`src/rtl/pc_redirect_ctrl.sv`:
```
// ----------------------------------------------------------------------------
// pc_redirect_ctrl
//
// Purpose:
//   Sequences PC redirects for the pipelined datapath. Branch (EX), jump-register
//   (EX) and jump (ID) requests are arbitrated br > jr > j. With fetch ready
//   (ihit=1) the winner goes to the PC in the same cycle. With fetch stalled it
//   is captured in a pending register and applied on the first ihit cycle; a
//   strictly higher-priority request arriving meanwhile replaces it. After every
//   applied redirect, the next SQUASH_SLOTS fetch slots are flagged wrong-path.
//   A committed halt freezes the PC until reset.
//
// Ports:
//   CLK, nRST            clock, asynchronous active-low reset
//   ihit                 instruction fetch complete this cycle
//   halt                 halt instruction committed
//   br_req/br_imm        taken branch and its offset
//   jr_req/jr_addr       jump-register and its target
//   j_req/j_imm          jump and its target field
//   pc_Branch/pc_Jump/pc_JR, pc_imm/pc_jimm/pc_jraddr, pc_ihit  PC controls
//   squash               current fetch slot is wrong-path
//   busy                 a redirect is pending
//   halted               halt latched
//   redirect_cnt         redirects applied (saturating)
//   stall_cnt            cycles spent pending (saturating)
//
// Configuration:
//   PC_REDIRECT_STATS_EN  when defined, redirect_cnt/stall_cnt are live
//                         counters; otherwise both read 16'h0000 and no counter
//                         flops are built.
// ----------------------------------------------------------------------------
module pc_redirect_ctrl #(
  parameter int SQUASH_SLOTS = 1,
  parameter int IMM_W        = 16,
  parameter int ADDR_W       = 26,
  parameter int WORD_W       = 32
) (
  input  logic              CLK,
  input  logic              nRST,
  input  logic              ihit,
  input  logic              halt,
  input  logic              br_req,
  input  logic [IMM_W-1:0]  br_imm,
  input  logic              jr_req,
  input  logic [WORD_W-1:0] jr_addr,
  input  logic              j_req,
  input  logic [ADDR_W-1:0] j_imm,
  output logic              pc_Branch,
  output logic              pc_Jump,
  output logic              pc_JR,
  output logic [IMM_W-1:0]  pc_imm,
  output logic [ADDR_W-1:0] pc_jimm,
  output logic [WORD_W-1:0] pc_jraddr,
  output logic              pc_ihit,
  output logic              squash,
  output logic              busy,
  output logic              halted,
  output logic [15:0]       redirect_cnt,
  output logic [15:0]       stall_cnt
);

  typedef enum logic [1:0] {
    ST_IDLE = 2'd0,
    ST_PEND = 2'd1,
    ST_HALT = 2'd2
  } state_t;

  // Redirect kinds are encoded so that a larger value means higher priority;
  // "no redirect" is the smallest, which lets one magnitude compare serve both
  // the IDLE capture and the PEND overwrite decision.
  localparam logic [1:0] K_NONE = 2'd0;
  localparam logic [1:0] K_J    = 2'd1;
  localparam logic [1:0] K_JR   = 2'd2;
  localparam logic [1:0] K_BR   = 2'd3;

  localparam logic [1:0] SQ_LOAD = 2'(SQUASH_SLOTS);

  state_t              state_r, state_nxt_s;
  logic [1:0]          pend_kind_r;
  logic [IMM_W-1:0]    pend_imm_r;
  logic [ADDR_W-1:0]   pend_jimm_r;
  logic [WORD_W-1:0]   pend_jraddr_r;
  logic [1:0]          squash_cnt_r;

  logic [1:0]          req_kind_s;
  logic                take_req_s;
  logic [1:0]          sel_kind_s;
  logic [IMM_W-1:0]    sel_imm_s;
  logic [ADDR_W-1:0]   sel_jimm_s;
  logic [WORD_W-1:0]   sel_jraddr_s;
  logic [1:0]          drv_kind_s;
  logic                apply_s;

  // Fixed-priority arbitration of the incoming requests.
  always_comb begin
    req_kind_s = K_NONE;
    if (br_req) begin
      req_kind_s = K_BR;
    end else if (jr_req) begin
      req_kind_s = K_JR;
    end else if (j_req) begin
      req_kind_s = K_J;
    end else begin
      req_kind_s = K_NONE;
    end
  end

  // Candidate redirect: the new request wins only if strictly higher priority
  // than whatever is pending (pending kind is K_NONE outside PEND).
  always_comb begin
    take_req_s   = (req_kind_s > pend_kind_r);
    sel_kind_s   = pend_kind_r;
    sel_imm_s    = pend_imm_r;
    sel_jimm_s   = pend_jimm_r;
    sel_jraddr_s = pend_jraddr_r;
    if (take_req_s) begin
      sel_kind_s   = req_kind_s;
      sel_imm_s    = br_imm;
      sel_jimm_s   = j_imm;
      sel_jraddr_s = jr_addr;
    end else begin
      sel_kind_s   = pend_kind_r;
      sel_imm_s    = pend_imm_r;
      sel_jimm_s   = pend_jimm_r;
      sel_jraddr_s = pend_jraddr_r;
    end
  end

  // FSM state register.
  always_ff @(posedge CLK or negedge nRST) begin
    if (!nRST) begin
      state_r <= ST_IDLE;
    end else begin
      state_r <= state_nxt_s;
    end
  end

  // FSM next-state logic; halt overrides everything and is sticky.
  always_comb begin
    state_nxt_s = state_r;
    case (state_r)
      ST_IDLE: begin
        if (halt) begin
          state_nxt_s = ST_HALT;
        end else if ((req_kind_s != K_NONE) && !ihit) begin
          state_nxt_s = ST_PEND;
        end else begin
          state_nxt_s = ST_IDLE;
        end
      end
      ST_PEND: begin
        if (halt) begin
          state_nxt_s = ST_HALT;
        end else if (ihit) begin
          state_nxt_s = ST_IDLE;
        end else begin
          state_nxt_s = ST_PEND;
        end
      end
      ST_HALT: state_nxt_s = ST_HALT;
      default: state_nxt_s = ST_IDLE;
    endcase
  end

  // FSM outputs: which redirect kind the PC sees and whether the PC advances.
  // In IDLE only an ihit cycle forwards a request; in PEND the pending (or
  // overwriting) redirect is shown every cycle so the PC has it on ihit.
  always_comb begin
    drv_kind_s = K_NONE;
    pc_ihit    = 1'b0;
    case (state_r)
      ST_IDLE: begin
        pc_ihit = ihit;
        if (!halt && ihit) begin
          drv_kind_s = req_kind_s;
        end else begin
          drv_kind_s = K_NONE;
        end
      end
      ST_PEND: begin
        pc_ihit = ihit;
        if (!halt) begin
          drv_kind_s = sel_kind_s;
        end else begin
          drv_kind_s = K_NONE;
        end
      end
      ST_HALT: begin
        pc_ihit    = 1'b0;
        drv_kind_s = K_NONE;
      end
      default: begin
        pc_ihit    = 1'b0;
        drv_kind_s = K_NONE;
      end
    endcase
  end

  // PC control decode; payloads of unselected kinds are forced to zero.
  always_comb begin
    pc_Branch = (drv_kind_s == K_BR);
    pc_JR     = (drv_kind_s == K_JR);
    pc_Jump   = (drv_kind_s == K_J);
    pc_imm    = {IMM_W{1'b0}};
    pc_jimm   = {ADDR_W{1'b0}};
    pc_jraddr = {WORD_W{1'b0}};
    if (pc_Branch) begin
      pc_imm = sel_imm_s;
    end else begin
      pc_imm = {IMM_W{1'b0}};
    end
    if (pc_Jump) begin
      pc_jimm = sel_jimm_s;
    end else begin
      pc_jimm = {ADDR_W{1'b0}};
    end
    if (pc_JR) begin
      pc_jraddr = sel_jraddr_s;
    end else begin
      pc_jraddr = {WORD_W{1'b0}};
    end
  end

  // A redirect takes effect only when the PC actually advances.
  assign apply_s = (drv_kind_s != K_NONE) && ihit;

  // Pending redirect register: cleared on apply or halt, loaded on capture or
  // higher-priority overwrite.
  always_ff @(posedge CLK or negedge nRST) begin
    if (!nRST) begin
      pend_kind_r   <= K_NONE;
      pend_imm_r    <= {IMM_W{1'b0}};
      pend_jimm_r   <= {ADDR_W{1'b0}};
      pend_jraddr_r <= {WORD_W{1'b0}};
    end else if (halt || apply_s) begin
      pend_kind_r   <= K_NONE;
      pend_imm_r    <= {IMM_W{1'b0}};
      pend_jimm_r   <= {ADDR_W{1'b0}};
      pend_jraddr_r <= {WORD_W{1'b0}};
    end else if ((state_r != ST_HALT) && take_req_s) begin
      pend_kind_r   <= req_kind_s;
      pend_imm_r    <= br_imm;
      pend_jimm_r   <= j_imm;
      pend_jraddr_r <= jr_addr;
    end else begin
      pend_kind_r   <= pend_kind_r;
      pend_imm_r    <= pend_imm_r;
      pend_jimm_r   <= pend_jimm_r;
      pend_jraddr_r <= pend_jraddr_r;
    end
  end

  // Squash counter: reloaded by each redirect, counts down on plain ihit cycles.
  always_ff @(posedge CLK or negedge nRST) begin
    if (!nRST) begin
      squash_cnt_r <= 2'd0;
    end else if (apply_s) begin
      squash_cnt_r <= SQ_LOAD;
    end else if (ihit && (squash_cnt_r != 2'd0)) begin
      squash_cnt_r <= squash_cnt_r - 2'd1;
    end else begin
      squash_cnt_r <= squash_cnt_r;
    end
  end

  assign squash = (squash_cnt_r != 2'd0);
  assign busy   = (state_r == ST_PEND);
  assign halted = (state_r == ST_HALT);

`ifdef PC_REDIRECT_STATS_EN
  logic [15:0] redirect_cnt_r;
  logic [15:0] stall_cnt_r;

  // Saturating statistics counters.
  always_ff @(posedge CLK or negedge nRST) begin
    if (!nRST) begin
      redirect_cnt_r <= 16'h0000;
      stall_cnt_r    <= 16'h0000;
    end else begin
      if (apply_s && (redirect_cnt_r != 16'hFFFF)) begin
        redirect_cnt_r <= redirect_cnt_r + 16'h0001;
      end else begin
        redirect_cnt_r <= redirect_cnt_r;
      end
      if ((state_r == ST_PEND) && (stall_cnt_r != 16'hFFFF)) begin
        stall_cnt_r <= stall_cnt_r + 16'h0001;
      end else begin
        stall_cnt_r <= stall_cnt_r;
      end
    end
  end

  assign redirect_cnt = redirect_cnt_r;
  assign stall_cnt    = stall_cnt_r;
`else
  assign redirect_cnt = 16'h0000;
  assign stall_cnt    = 16'h0000;
`endif

endmodule

```
`config.mk`:
```
export PLATFORM = sky130hd
export DESIGN_NAME = pc_redirect_ctrl
export DESIGN_NICKNAME = d
export VERILOG_FILES = /design/src/rtl/pc_redirect_ctrl.sv
export SDC_FILE = /design/constraint.sdc
export NUM_CORES = 1
export LEC_CHECK = 0
export BUFFER_PORTS_ARGS = -buffer_cell sky130_fd_sc_hd__buf_2
export CORE_ASPECT_RATIO = 0.5
export CORE_UTILIZATION = 44
export DETAILED_ROUTE_END_ITERATION = 6
export PLACE_DENSITY = 0.79
export SYNTH_ARGS = -nofsm -noshare
export SYNTH_HDL_FRONTEND = slang
export SYNTH_SLANG_ARGS = --single-unit
```
`constraint.sdc`:
```
create_clock -name CLK -period 2.6 [get_ports CLK]
set_clock_uncertainty 0.15 [all_clocks]
set_input_delay 0.26 -clock CLK [delete_from_list [all_inputs] [get_ports CLK]]
set_output_delay 0.26 -clock CLK [all_outputs]
set_load 0.05 [all_outputs]
```
==> flow_summary.yaml, run 1 <==
worst_setup_path:
  path_cells: "inv_2 > ha_4 > and2b_2 > o21ai_4 > mux2i_2 > nor2_2 > or4_4 > buf_12 > a21oi_2 > buf_6"
  slowest_delay_ns: 0.57
  cp_num_buf_inv: 3
  path_delay_family: "simple AND/OR/NAND/NOR gates"
  cp-start-kind: "flip-flop"
  arrival_ns: 2.91
  cpMaxStageDelayCell: "or4_4"
  end_kind: "primary output"
  reg2regPathDepth: 13
  cp.required_ns: 2.19
  cp_max_fo: 14
  cp.depth: 10
  crit_type: "flip-flop to primary output"
timing:
  period_share: 1.28
  fin_tns_setup_ns: -53.53
  worstMarginPinSlew_ns: 0.672
  rsz0062_at_grt: "yes"
  slew_headroom: 0.552
  period_needed_ns: 3.32
  setup_ws_ns: -0.719
  setup_viol: 154
  hold_viol: 0
  max_freq_ghz: 0.301
  hold_ws_ns: 0.0432
  drv_slew: 0
clock_network:
  cts_root_buf: "clkbuf_16"
  clkSlewWorstSetupHoldPaths_ns: 0.06
  cts_tree: "built"
  htreeDepth: 3
  cts.sinks: 80
  numCtsBuffers: 9
  clockBufferDepth: 2
  worstSkewPairLatency_ns: 0.33
floorplanning:
  ios: 194
  row_count: 26
  design.die.area_sq_um: 11300
  die_h_um: 75.7
  core_sq_um: 10400
  die_x_um: 149
  start_util: 0.460
placement:
  port_buffers: 161
  dp_hpwl_um: 8400
  dp.cells: 859
  gp_congestion: 0.763
  dpl_cell_area_sq_um: 6180
synth:
  yosysSeqAreaShare: 0.419
  synth_commonest_cells: "nand2_1, nor2_1, dfrtp_1"
  yosysMostFrequentCell: "nand2_1"
  synthArstFlopShare: 1.00
  yosysTopAreaCell: "dfrtp_1"
  ys_seq_elements: 80
  synth_cell_types: 29
  syn_inst: 575
  yosys_warnings: 0
  syn_avg_cell_area_sq_um: 8.30
  synth_edf_count: 0
  synth.area.top_cells: "dfrtp_1, mux2i_1, nand2_1, nor2_1, a21oi_1"
  synth_ff_type: "dfrtp_1"
  netlist_area_sq_um: 4770
  synth_top_cell_area_share: 0.419
hold_path:
  whs_path_depth: 3
  hold_path.class: "input pin to flip-flop"
grt:
  grt_max_degree: 75
  antenna_found_initial: 1
  track_usage: 0.242
  grt_pass1_vias: 4374
  grt_first_pass_wirelength_um: 21000
  overflow: 0
power:
  powerDensity_nw_per_um2: 398
  total_power_uw: 3330
  max-vdd-ir-drop_v: 0.000357
  cellLeakagePower_uw: 0.00406
route:
  ant_nets: 0
  drt_iter0_markers: 447
  routed_wl_um: 19000
  wl_per_cell_um: 20.7
  vias: 5094
  drc: 0
  drt-pass1-iter-count: 6
  vias_per_cell: 5.57
layout:
  nNetsFinal: 854
  fin_area_sq_um: 8370
  area_delta_synth_final_pct: 75.3
  drive_gt1_frac: 0.514
  final_cells: 915
run_status:
  violations: "setup timing"
  outcome: "finished, violations left"
run:
  max_cap_viol_count: 0
## cell families (layout without fill, tap and decap cells)
group	count (synthesis)	count (layout)	synth area share
simple gates	246	246	0.197
compound gates	87	87	0.113
buf+inv	82	250	0.101
flops	80	80	0.419
mux	75	75	0.158
fa+ha+maj	4	4	0.0105
other cells	1	33	0.000786
## power by group
group          switching, uW  leakage, uW  total [uW]  internal (uW)
Combinational            477      0.00280         696            220
Clock                    498     0.000152        1360            866
Sequential              12.1      0.00111        1270           1260
## sequential cells by signal, indices dropped and copies added (netlist names)
name and flops:
pend_imm_r 16, pend_jraddr_r 32, squash_cnt_r 2, state_r 2
pend_kind_r 2, pend_jimm_r 26
## worst paths after layout
path                                 start                 to  slack, ns
max                         pend_kind_r[1]        pc_jimm[25]      -0.72
min                               j_imm[1]     pend_jimm_r[1]       0.04
max reg2reg                 pend_kind_r[1]   pend_jraddr_r[0]      -0.23
min reg2reg                pend_jimm_r[19]    pend_jimm_r[19]       0.37
max in group asynchronous             nRST  pend_jraddr_r[24]       1.26
min in group asynchronous             nRST   pend_jraddr_r[9]       0.36
## metrics by stage
stage          setup WS (ns)   util
2_1_floorplan         -0.293      -
3_3_place_gp          -0.517  0.595
3_5_place_dp          -0.591  0.595
4_1_cts               -0.569  0.694
5_1_grt               -0.783  0.806
6_report              -0.719  0.806
## area by class of cell
| cell class | instances | area (sq um) |
|---|---|---|
| well taps | 140 | 175 |
| flip-flops and latches | 80 | 2000 |
| clock inverters | 5 | 80.1 |
| diodes | 1 | 2.50 |
| fillers | 561 | 2010 |
| repair buffers | 224 | 2370 |
| clock buffers | 11 | 243 |
| multi-input cells | 444 | 3440 |
| inverters | 10 | 46.3 |
## layout by cell type, fill, tap and decap left out, types with 3 or more instances in the layout
cell	netlist	final
a21oi_1	58	5
a21oi_2	19	19
a21oi_4	0	53
buf_12	0	16
buf_16	0	6
buf_2	5	83
buf_4	33	23
buf_6	6	71
buf_8	0	11
clkbuf_16	0	22
clkinvlp_4	0	3
conb_1	1	32
dfrtp_1	80	80
inv_1	10	6
mux2i_1	74	74
nand2_1	152	152
nor2_1	87	15
nor2_2	0	35
nor2_4	0	37
## repair_timing
item                                   CTS  global route
gates cloned                             7            18
setup endpoints to repair               77           153
resized for setup                      151           188
pin swaps                                1            42
endpoints found under the hold margin   45             0
hold buffers                             1             0
buffers inserted                         6            12
## routing by layer
metal / GRT usage / vias to the layer above / share of wire
met1: 0.291 / 2488 / 0.39
met3: 0.0497 / 68 / 0.081
met2: 0.450 / 327 / 0.49
met4: 0.0726 / 0 / 0.034
met5: 0 / - / 0
li1: - / 2211 / -
## worst register-to-register path: cells and delay by family (launching register included)
family | cells | cell delay (ns)
buf+inv | 6 | 0.92
flops | 1 | 0.41
fa+ha+maj | 1 | 0.21
mux | 1 | 0.27
compound gates | 3 | 0.49
simple gates | 2 | 0.27
Power figures use the tool's default switching activity.
==> run 2: changes to the inputs <==
--- a/config.mk
+++ b/config.mk
@@ -7,9 +7,9 @@
 export LEC_CHECK = 0
 export BUFFER_PORTS_ARGS = -buffer_cell sky130_fd_sc_hd__buf_2
 export CORE_ASPECT_RATIO = 0.5
-export CORE_UTILIZATION = 44
+export CORE_UTILIZATION = 40
 export DETAILED_ROUTE_END_ITERATION = 6
-export PLACE_DENSITY = 0.79
+export PLACE_DENSITY = 0.73
 export SYNTH_ARGS = -nofsm -noshare
 export SYNTH_HDL_FRONTEND = slang
 export SYNTH_SLANG_ARGS = --single-unit
==> run 2 against run 1 <==
  * The run still ends with setup timing left
  * Critical endpoint is now pc_jimm[0]
  * Power decreased by 3.5%
  * Non-clock buffer count decreased by 25
  * Die area increased by 9.8%
  * Via count decreased by 12%
  * Critical path depth unchanged
  * Highest routed layer unchanged
  * Sequential share of layout area increased by 3.3 points
  * Setup slack improved by 0.12 ns
==> flow_summary.yaml, run 2 (same netlist as run 1, synthesis figures left out) <==
run_status:
  outcome: "finished, violations left"
  violations: "setup timing"
grt:
  grt_first_pass_wirelength_um: 21400
  overflow: 0
  track_usage: 0.221
  antenna_found_initial: 0
  grt_pass1_vias: 4404
  grt_max_degree: 75
timing:
  period_needed_ns: 3.20
  rsz0062_at_grt: "yes"
  worstMarginPinSlew_ns: 0.619
  max_freq_ghz: 0.313
  hold_viol: 0
  drv_slew: 0
  setup_ws_ns: -0.596
  period_share: 1.23
  slew_headroom: 0.587
  setup_viol: 77
layout:
  top_register: "pend_jraddr_r"
  final_cell_mix: "nand2_1, nor2_1, buf_2, dfrtp_1, mux2i_1"
  drive_gt1_frac: 0.395
  seq_area_sq_um: 2000
  multiInputGateArea_sq_um: 2940
  area_delta_synth_final_pct: 53.9
  layout_commonest_cell: "nand2_1"
  top_regs: "pend_jraddr_r x32, pend_jimm_r x26, pend_imm_r x16"
  antenna_cells: 0
  fin_area_sq_um: 7340
  fill_cells: 875
  largest_reg_flops: 32
  nNetsFinal: 829
clock_network:
  cts.sinks: 80
  htreeDepth: 3
  cts_root_buf: "clkbuf_16"
  numCtsBuffers: 9
  worstSkewPairLatency_ns: 0.33
  cts_tree: "built"
  clockBufferDepth: 2
  clkSlewWorstSetupHoldPaths_ns: 0.06
floorplanning:
  start_util: 0.422
  ios: 194
  row_count: 27
  design.die.area_sq_um: 12400
  die_x_um: 156
  core_sq_um: 11300
  die_h_um: 79.2
power:
  max-vdd-ir-drop_v: 0.000305
  p_seq_frac: 0.395
  p_sw_frac: 0.275
  cellLeakagePower_uw: 0.00385
  internal_power_uw: 2330
  pwr-share-comb: 0.166
  power_switching_uw: 885
  clockPowerShare: 0.440
  powerDensity_nw_per_um2: 438
  total_power_uw: 3220
route:
  routed_wl_um: 13500
  drt-pass1-iter-count: 4
  drt_iter0_markers: 217
  drc: 0
  vias_per_cell: 4.95
  ant_nets: 0
  vias: 4494
  wl_per_cell_um: 14.9
worst_setup_path:
  cp-start-kind: "flip-flop"
  crit_type: "flip-flop to primary output"
  end_kind: "primary output"
  arrival_ns: 2.79
  rrSetupSlack_ns: 0.09
  cp_max_fo: 15
  cp.required_ns: 2.19
run:
  max_cap_viol_count: 0
placement:
  port_buffers: 161
  dpl_cell_area_sq_um: 6210
  gp_congestion: 0.797
  dp_hpwl_um: 8250
hold_path:
  hold_path.class: "input pin to flip-flop"
-- run 2: what timing repair did --
action	in CTS	in global routing
resized for setup	157	19
gates cloned	6	0
buffers inserted	6	1
hold buffers	1	0
hold endpoints to repair	43	0
setup endpoints to repair	77	77
pin swaps	1	0
-- run 2: path summary, 6_finish.rpt --
| path | depth (start not counted) | startpoint | end |
|---|---|---|---|
| worst max-delay path | 10 | pend_kind_r[1] | pc_jimm[0] |
| worst min register to register | 2 | pend_jraddr_r[10] | pend_jraddr_r[10] |
| max in group asynchronous | 3 | nRST | pend_jraddr_r[17] |
| min in group asynchronous | 2 | nRST | pend_jraddr_r[7] |
| worst max register to register | 11 | pend_kind_r[1] | pend_jraddr_r[9] |
| worst min-delay path | 3 | jr_addr[23] | pend_jraddr_r[23] |
-- run 2: layout make-up --
class,instances,area share
clock buffers,12,0.0363
clock inverters,4,0.0102
inverters,10,0.00562
multi-input cells,444,0.400
flip-flops and latches,80,0.273
well taps,159,0.0271
repair buffers,199,0.248
-- run 2: per-stage QoR --
stage / utilization / setup TNS, ns / setup slack, ns / hold WS, ns / instances
2_1_floorplan: - / -12.19 / -0.293 / -0.186 / 606
3_3_place_gp: 0.549 / -24.69 / -0.563 / 0.165 / 878
3_5_place_dp: 0.549 / -27.42 / -0.623 / 0.159 / 878
4_1_cts: 0.641 / -29.27 / -0.545 / 0.0238 / 907
5_1_grt: 0.649 / -39.79 / -0.677 / 0.0308 / 908
6_report: 0.649 / -32.20 / -0.596 / 0.0311 / 908
-- run 2: metal layers --
metal	vias up	track usage	share of wire
met5	-	0	0
li1	2151	-	-
met2	148	0.396	0.52
met1	2175	0.272	0.44
met4	0	0.0667	0.015
met3	20	0.0398	0.032
-- run 2: power by group through the flow --
stage	combinational (uW)	clock [uW]	sequential, uW
2_1_floorplan	368	0	1290
3_3_place_gp	500	0	1290
3_5_place_dp	512	0	1290
4_1_cts	526	1440	1270
5_1_grt	578	1500	1270
6_report	532	1410	1270
-- run 2: critical path, stage by stage, from the launching register on --
cell	delay, ns
dfrtp_1	0.40
inv_2	0.09
ha_4	0.20
and2b_1	0.19
o21ai_4	0.17
mux2i_2	0.28
nor2_2	0.07
or4_4	0.53
buf_12	0.19
a21oi_2	0.14
buf_6	0.18
